===== src/rtl/irq_ctl_if.sv =====
// irq_ctl_if: 65C02 core address/write-data/read-data bus as seen by a memory-mapped responder
interface irq_ctl_if;
  logic [15:0] AB;
  logic [7:0]  DO;
  logic        WE;
  logic [7:0]  DI;
  modport master (output AB, DO, WE, input DI);
  modport slave (input AB, DO, WE, output DI);
endinterface


===== src/rtl/irq_ctl.sv =====
// irq_ctl: 8-source interrupt controller on the 65C02 bus; define IRQ_CTL_EDGE_EN for the MODE register and edge detection
module irq_ctl #(
  parameter logic [15:0] BASE = 16'hFE00
) (
  input  logic       clk,
  input  logic       reset,
  irq_ctl_if.slave   bus,
  input  logic [7:0] src,
  output logic       irq
);
  logic [7:0] sync_q, s_q, pending_q, pending_d, mask_q, di_q, di_d;
  logic [7:0] mode, set, clr, act, vec;
  logic [2:0] idx;
  logic [1:0] a;
  logic       irq_q, sel, wr;
  assign sel = bus.AB[15:2] == BASE[15:2];
  assign a = bus.AB[1:0];
  assign wr = sel & bus.WE;
  assign clr = (wr && a == 2'd0) ? bus.DO : 8'h00;
  assign act = pending_q & mask_q;
`ifdef IRQ_CTL_EDGE_EN
  logic [7:0] s_d_q, mode_q;
  assign mode = mode_q;
  assign set = s_q & ~(mode_q & s_d_q);
  // previous synchronized level for edge detection, and the MODE register
  always_ff @(posedge clk or posedge reset)
    if (reset) begin
      s_d_q <= 8'h00;
      mode_q <= 8'h00;
    end else begin
      s_d_q <= s_q;
      if (wr && a == 2'd3) mode_q <= bus.DO;
    end
`else
  assign mode = 8'h00;
  assign set = s_q;
`endif
  // lowest enabled pending source wins the vector
  always_comb begin
    idx = 3'd0;
    for (int i = 7; i >= 0; i--) if (act[i]) idx = 3'(i);
  end
  assign vec = {|act, 4'b0000, idx};
  // set is OR-ed after the clear so a fresh event survives a simultaneous W1C
  assign pending_d = (pending_q & ~clr) | set;
  assign di_d = !(sel && !bus.WE) ? 8'h00 :
                a == 2'd0 ? pending_q :
                a == 2'd1 ? mask_q :
                a == 2'd2 ? vec : mode;
  // synchronizer, pending/mask state and registered bus/irq outputs
  always_ff @(posedge clk or posedge reset)
    if (reset) begin
      sync_q <= 8'h00;
      s_q <= 8'h00;
      pending_q <= 8'h00;
      mask_q <= 8'h00;
      di_q <= 8'h00;
      irq_q <= 1'b0;
    end else begin
      sync_q <= src;
      s_q <= sync_q;
      pending_q <= pending_d;
      if (wr && a == 2'd1) mask_q <= bus.DO;
      di_q <= di_d;
      irq_q <= |act;
    end
  assign bus.DI = di_q;
  assign irq = irq_q;
endmodule

===== src/flat_wrapper.sv =====
// flat-port wrapper written by rule: the top's interface ports become plain ports
module irq_ctl_flat 
#(
  parameter logic [15:0] BASE = 16'hFE00
)
  (clk, reset, src, irq, bus_AB, bus_DO, bus_WE, bus_DI);
  irq_ctl_if bus_i ();
  input  logic clk;
  input  logic reset;
  input  logic [7:0] src;
  output logic irq;
  input wire logic [$bits(bus_i.AB)-1:0] bus_AB;
  input wire logic [$bits(bus_i.DO)-1:0] bus_DO;
  input wire logic [$bits(bus_i.WE)-1:0] bus_WE;
  output wire logic [$bits(bus_i.DI)-1:0] bus_DI;
  assign bus_i.AB = bus_AB;
  assign bus_i.DO = bus_DO;
  assign bus_i.WE = bus_WE;
  assign bus_DI = bus_i.DI;
  irq_ctl #(.BASE(BASE)) u_core (.clk(clk), .reset(reset), .bus(bus_i), .src(src), .irq(irq));
endmodule

===== config.mk =====
export PLATFORM = sky130hd
export DESIGN_NAME = irq_ctl_flat
export DESIGN_NICKNAME = d
export VERILOG_FILES = /design/src/rtl/irq_ctl_if.sv /design/src/rtl/irq_ctl.sv /design/src/flat_wrapper.sv
export SDC_FILE = /design/constraint.sdc
export NUM_CORES = 1
export LEC_CHECK = 0
export CAP_MARGIN = 20
export CORE_MARGIN = 5
export CORE_UTILIZATION = 47
export CTS_CLUSTER_DIAMETER = 30
export DETAILED_ROUTE_END_ITERATION = 8
export GPL_TIMING_DRIVEN = 0
export PLACE_DENSITY = 0.83
export SLEW_MARGIN = 20
export SYNTH_ARGS = -nofsm -noshare
export SYNTH_HDL_FRONTEND = slang
export SYNTH_SLANG_ARGS = --single-unit

===== constraint.sdc =====
create_clock -name clk -period 1.9 [get_ports clk]
set_input_delay 0.38 -clock clk [delete_from_list [all_inputs] [get_ports clk]]
set_output_delay 0.38 -clock clk [all_outputs]
set_load 0.005 [all_outputs]

Yosys cells after proc, flatten, opt, wreduce, memory -nomap -nowiden. Cells that the tools add are included.

Flip-flop bits (word level): 41. Output and inout bits: 9. Logic and storage cells: 33.

Eq/ne operators: 3. Multiplexer cells: 13. Bitwise gates (word level): 5. Reductions and logical operators: 6.

Operators by type and width (count): 8-bit two-way mux (5); 3-bit two-way mux (8); 8-bit bitwise AND (2); 14-bit == test, second input constant (1); 8-bit inverter (1); 8-bit bitwise OR (1); 8-bit OR reduction (1); 1-bit logical AND (3); 2-bit by 1-bit == test with 1-bit output, second input constant (1); 2-bit == test, second input constant (1); 2-bit logical NOT (1); 1-bit bitwise AND (1); 1-bit logical NOT (1).

Longest topological paths before layout.
Depth in word-level cells: 13. Depth in mapped cells: 6. Gate-level depth less buffers: 4.

Least setup slack after synthesis. OpenSTA, ideal clock, no wires.

Path kind: input port to flip-flop. Start: input bus_AB[3]. End: register u_core.mask_q[0]. Setup time: 0.125 ns. Arrival: 1.878 ns. Path slack: -0.102 ns. Cell stages on the path: 4. Cell sequence: or4_4 -> nor4_4 -> nand3_4 -> mux2_2.

Cells in the longest elaborated chain, start to end: 3.

Ends and longest elaborated chain: start, declared (RTL line flat_wrapper.sv:12) `input wire logic [$bits(bus_i.AB)-1:0] bus_AB;`; 14-bit == test (RTL line irq_ctl.sv:16) `assign sel = bus.AB[15:2] == BASE[15:2];`; 1-bit bitwise AND (RTL line irq_ctl.sv:18) `assign wr = sel & bus.WE;`; 1-bit logical AND (RTL line irq_ctl.sv:63) `if (wr && a == 2'd1) mask_q <= bus.DO;`; end signal, assigned (RTL line irq_ctl.sv:63); end, declared (RTL line irq_ctl.sv:11) `logic [7:0] sync_q, s_q, pending_q, pending_d, mask_q, di_q, di_d;`.

No other way between the ends. A chain may end at the register's enable or synchronous reset.

Worst setup path after layout.
Start: input bus_AB[4]. End: register u_core.mask_q[1].

Same word-level chain as after synthesis.

==> impl_metrics.tcl <==
set metrics [dict create \
    status "complete, no violations" \
    vias 1179 \
    row_count 21 \
    cts_buffers 5 \
    period_share_pct 94.9 \
    synthArstFlopShare_pct 100 \
    synth_nets 155 \
    vias_per_cell 5.43 \
    rsz0062_at_grt "false" \
    placed_cells 208 \
    antenna_found_initial 0 \
    worstPathCellList "dlygate4sd2_1, or4_4, nor4_4, nand3_4, mux2_4" \
    stdcell_count 217 \
    seqPwrFrac_pct 55.9 \
    netlist_area_um2 1580 \
    placed_area_um2 2070 \
    syn2layout_area_growth_pct 38.9 \
    relSlewSlack_pct 57.9 \
    worstSetupPathType "in -> reg" \
    maxCapViolCount 0 \
    combPwrFrac_pct 7.7 \
    cts_max_path_buffers 2 \
    drtIter0Drc 27 \
    crit_slowest_cell "or4_4" \
    hp-class "in -> async" \
    timing.critical_path.arrival_ns 2.05 \
    hold_viol 0 \
    ir_drop_v 0.000446 \
    synth.distinct_cells 33 \
    max_stage_delay_ns 0.57 \
    grt_overflow_total 0 \
    die_x_um 68.0 \
    antennaDiodeCount 0 \
    cts-root-buf "clkbuf_4" \
    synth_cells 120 \
    finClkSkew_ns 0.00836 \
    yosys_warnings 0 \
    syn_avg_cell_area_um2 13.2 \
    fin_area_um2 2200 \
    die_h_um 68.0 \
    start_util_pct 47.8 \
    post_drt_wl_per_cell_um 15.8 \
    clk_latency_ns 0.35 \
    leakagePower_uw 0.000984 \
    setup-violations-final 0 \
    crit_fanout 8 \
    drtPass1Iterations 4 \
    synth-edff-count 0 \
    core_region_area_um2 3310 \
    switching_power_uw 325 \
    die_area_um2 4630 \
    drtAntennaViolNets 0 \
    cts.clk_slew.worst_paths_ns 0.11 \
    htreeDepth 2 \
    fmax_mhz 555 \
    crit_required_ns 2.15 \
    grt_pass1_vias 1241 \
    synth_ff_type "dfrtp_1" \
    wl_um 3420 \
    ctsHoldBuffers 0 \
    intPower_uw 1270 \
    fin_crit_ns 1.80 \
    crit_path_end_kind "register" \
    final_nets 205 \
    slew_viol_final 0 \
    clkPwrFrac_pct 36.4 \
    gp_congestion 0.784 \
    final.fill_count 268 \
    cts_tree "done" \
    grt_first_pass_wirelength_um 5400 \
    p_per_area_nw_per_um2 727 \
    drive_above_1_share_pct 13.5 \
    numPortBuffers 41 \
    track_usage_pct 16.4 \
    swShare_pct 20.3 \
    worst_pin_slew_ns 0.629 \
    critPathLaunchType "input port" \
    dp_hpwl_um 2470 \
    grt_max_degree 32 \
    clock_sinks 41 \
    io_pins 44 \
    post-route-drc-count 0 \
    ys_seq_area_share_pct 64.8 \
    ys_ff_latch 41 \
]
==> what timing repair did <==
action                                  4_1_cts  5_1_grt
pin swaps                                     3        2
gates cloned                                  0        0
gates resized for setup                       4        7
buffers inserted                              1        0
endpoints found under the setup margin       24       21
==> metal layers <==
layer | share of wire, % | GRT usage, %
met4 | 2.6 | 8.19
met3 | 9.6 | 6.24
met2 | 50 | 28.5
met5 | 0 | 0
met1 | 38 | 17.2
==> kinds of logic after synthesis <==
group,share of synthesized area (%)
buf+inv,1.42
mux,9.49
compound gates,11.1
flops,64.8
simple gates,13.2
==> flip-flops by register name, summed over array words and instances, names as in the netlist <==
| register | cells |
|---|---|
| u_core.bus.DI | 8 |
| u_core.mask_q | 8 |
| u_core.pending_q | 8 |
| u_core.s_q | 8 |
| u_core.sync_q | 8 |
| u_core.irq | 1 |
==> worst max-delay path, delay by kind of cell <==
family                 cells  cell delay [ns]
AND/OR/NAND/NOR            3             1.09
buffers and inverters      1             0.24
multiplexers               1             0.34
==> final timing paths <==
kind | from | endpoint | slack, ns | cells after the start
max in group asynchronous | reset | u_core.s_q[2] | 1.21 | 3
max reg2reg | u_core.pending_q[3] | u_core.bus.DI[7] | 0.45 | 4
min | reset | u_core.sync_q[6] | 0.26 | 2
min in group clk | u_core.sync_q[1] | u_core.s_q[1] | 0.36 | 0
max | bus_AB[4] | u_core.mask_q[1] | 0.1 | 5
min reg2reg | u_core.sync_q[1] | u_core.s_q[1] | 0.36 | 0
==> power by group through the flow <==
stage | clock network (uW) | logic [uW] | registers, uW
2_1_floorplan | 0 | 41.0 | 910
3_3_place_gp | 0 | 117 | 910
3_5_place_dp | 0 | 127 | 911
4_1_cts | 594 | 126 | 894
5_1_grt | 633 | 134 | 896
6_report | 582 | 123 | 894
==> cell usage after synthesis, types with 2 or more instances <==
library cell  instances  area, um^2
a21o_1                8        60.1
a31oi_1               2        12.5
mux2_2                8        90.1
dfrtp_1              41        1030
inv_1                 3        11.3
mux2i_1               6        60.1
clkbuf_1              2        7.51
a22o_1                2        17.5
a21oi_1               3        15.0
nand2_1               8        30.0
nand3_1              10        50.1
nor2_1                6        22.5
==> placed cells by master (no fill, tap or decap), drive strengths merged, types with 2 or more instances in the layout <==
cell type	n
nand3	11
inv	3
dfrtp	41
nor2	6
clkdlybuf4s50	33
nor4	2
clkbuf	9
a22o	2
mux2	8
buf	3
nand2	8
a31oi	2
dlygate4sd2	2
mux2i	6
dlymetal6s2s	6
a21oi	3
a21o	8
==> layout make-up <==
class | instances | area [um^2] | share of cell area (%)
clock buffers | 7 | 55.1 | 2.50
flip-flops and latches | 41 | 1030 | 46.7
plain buffers | 3 | 11.3 | 0.512
clock inverters | 1 | 30.0 | 1.37
well taps | 46 | 57.6 | 2.62
multi-input cells | 73 | 557 | 25.3
repair buffers | 43 | 450 | 20.5
inverters | 3 | 11.3 | 0.512
==> per-stage QoR <==
step | setup TNS [ns] | utilization (%) | hold WS [ns] | setup WS (ns) | power [uW]
6_report | 0 | 66.4 | 0.255 | 0.0976 | 1600
3_5_place_dp | -14.96 | 62.7 | 0.337 | -0.804 | 1040
5_1_grt | 0 | 66.4 | 0.285 | 0.0122 | 1660
3_3_place_gp | -20.59 | 62.1 | 0.332 | -0.775 | 1030
4_1_cts | 0 | 65.7 | 0.265 | 0.0105 | 1610
2_1_floorplan | -0.546 | - | 0.331 | -0.0683 | 951
Power figures use the tool's default switching activity.
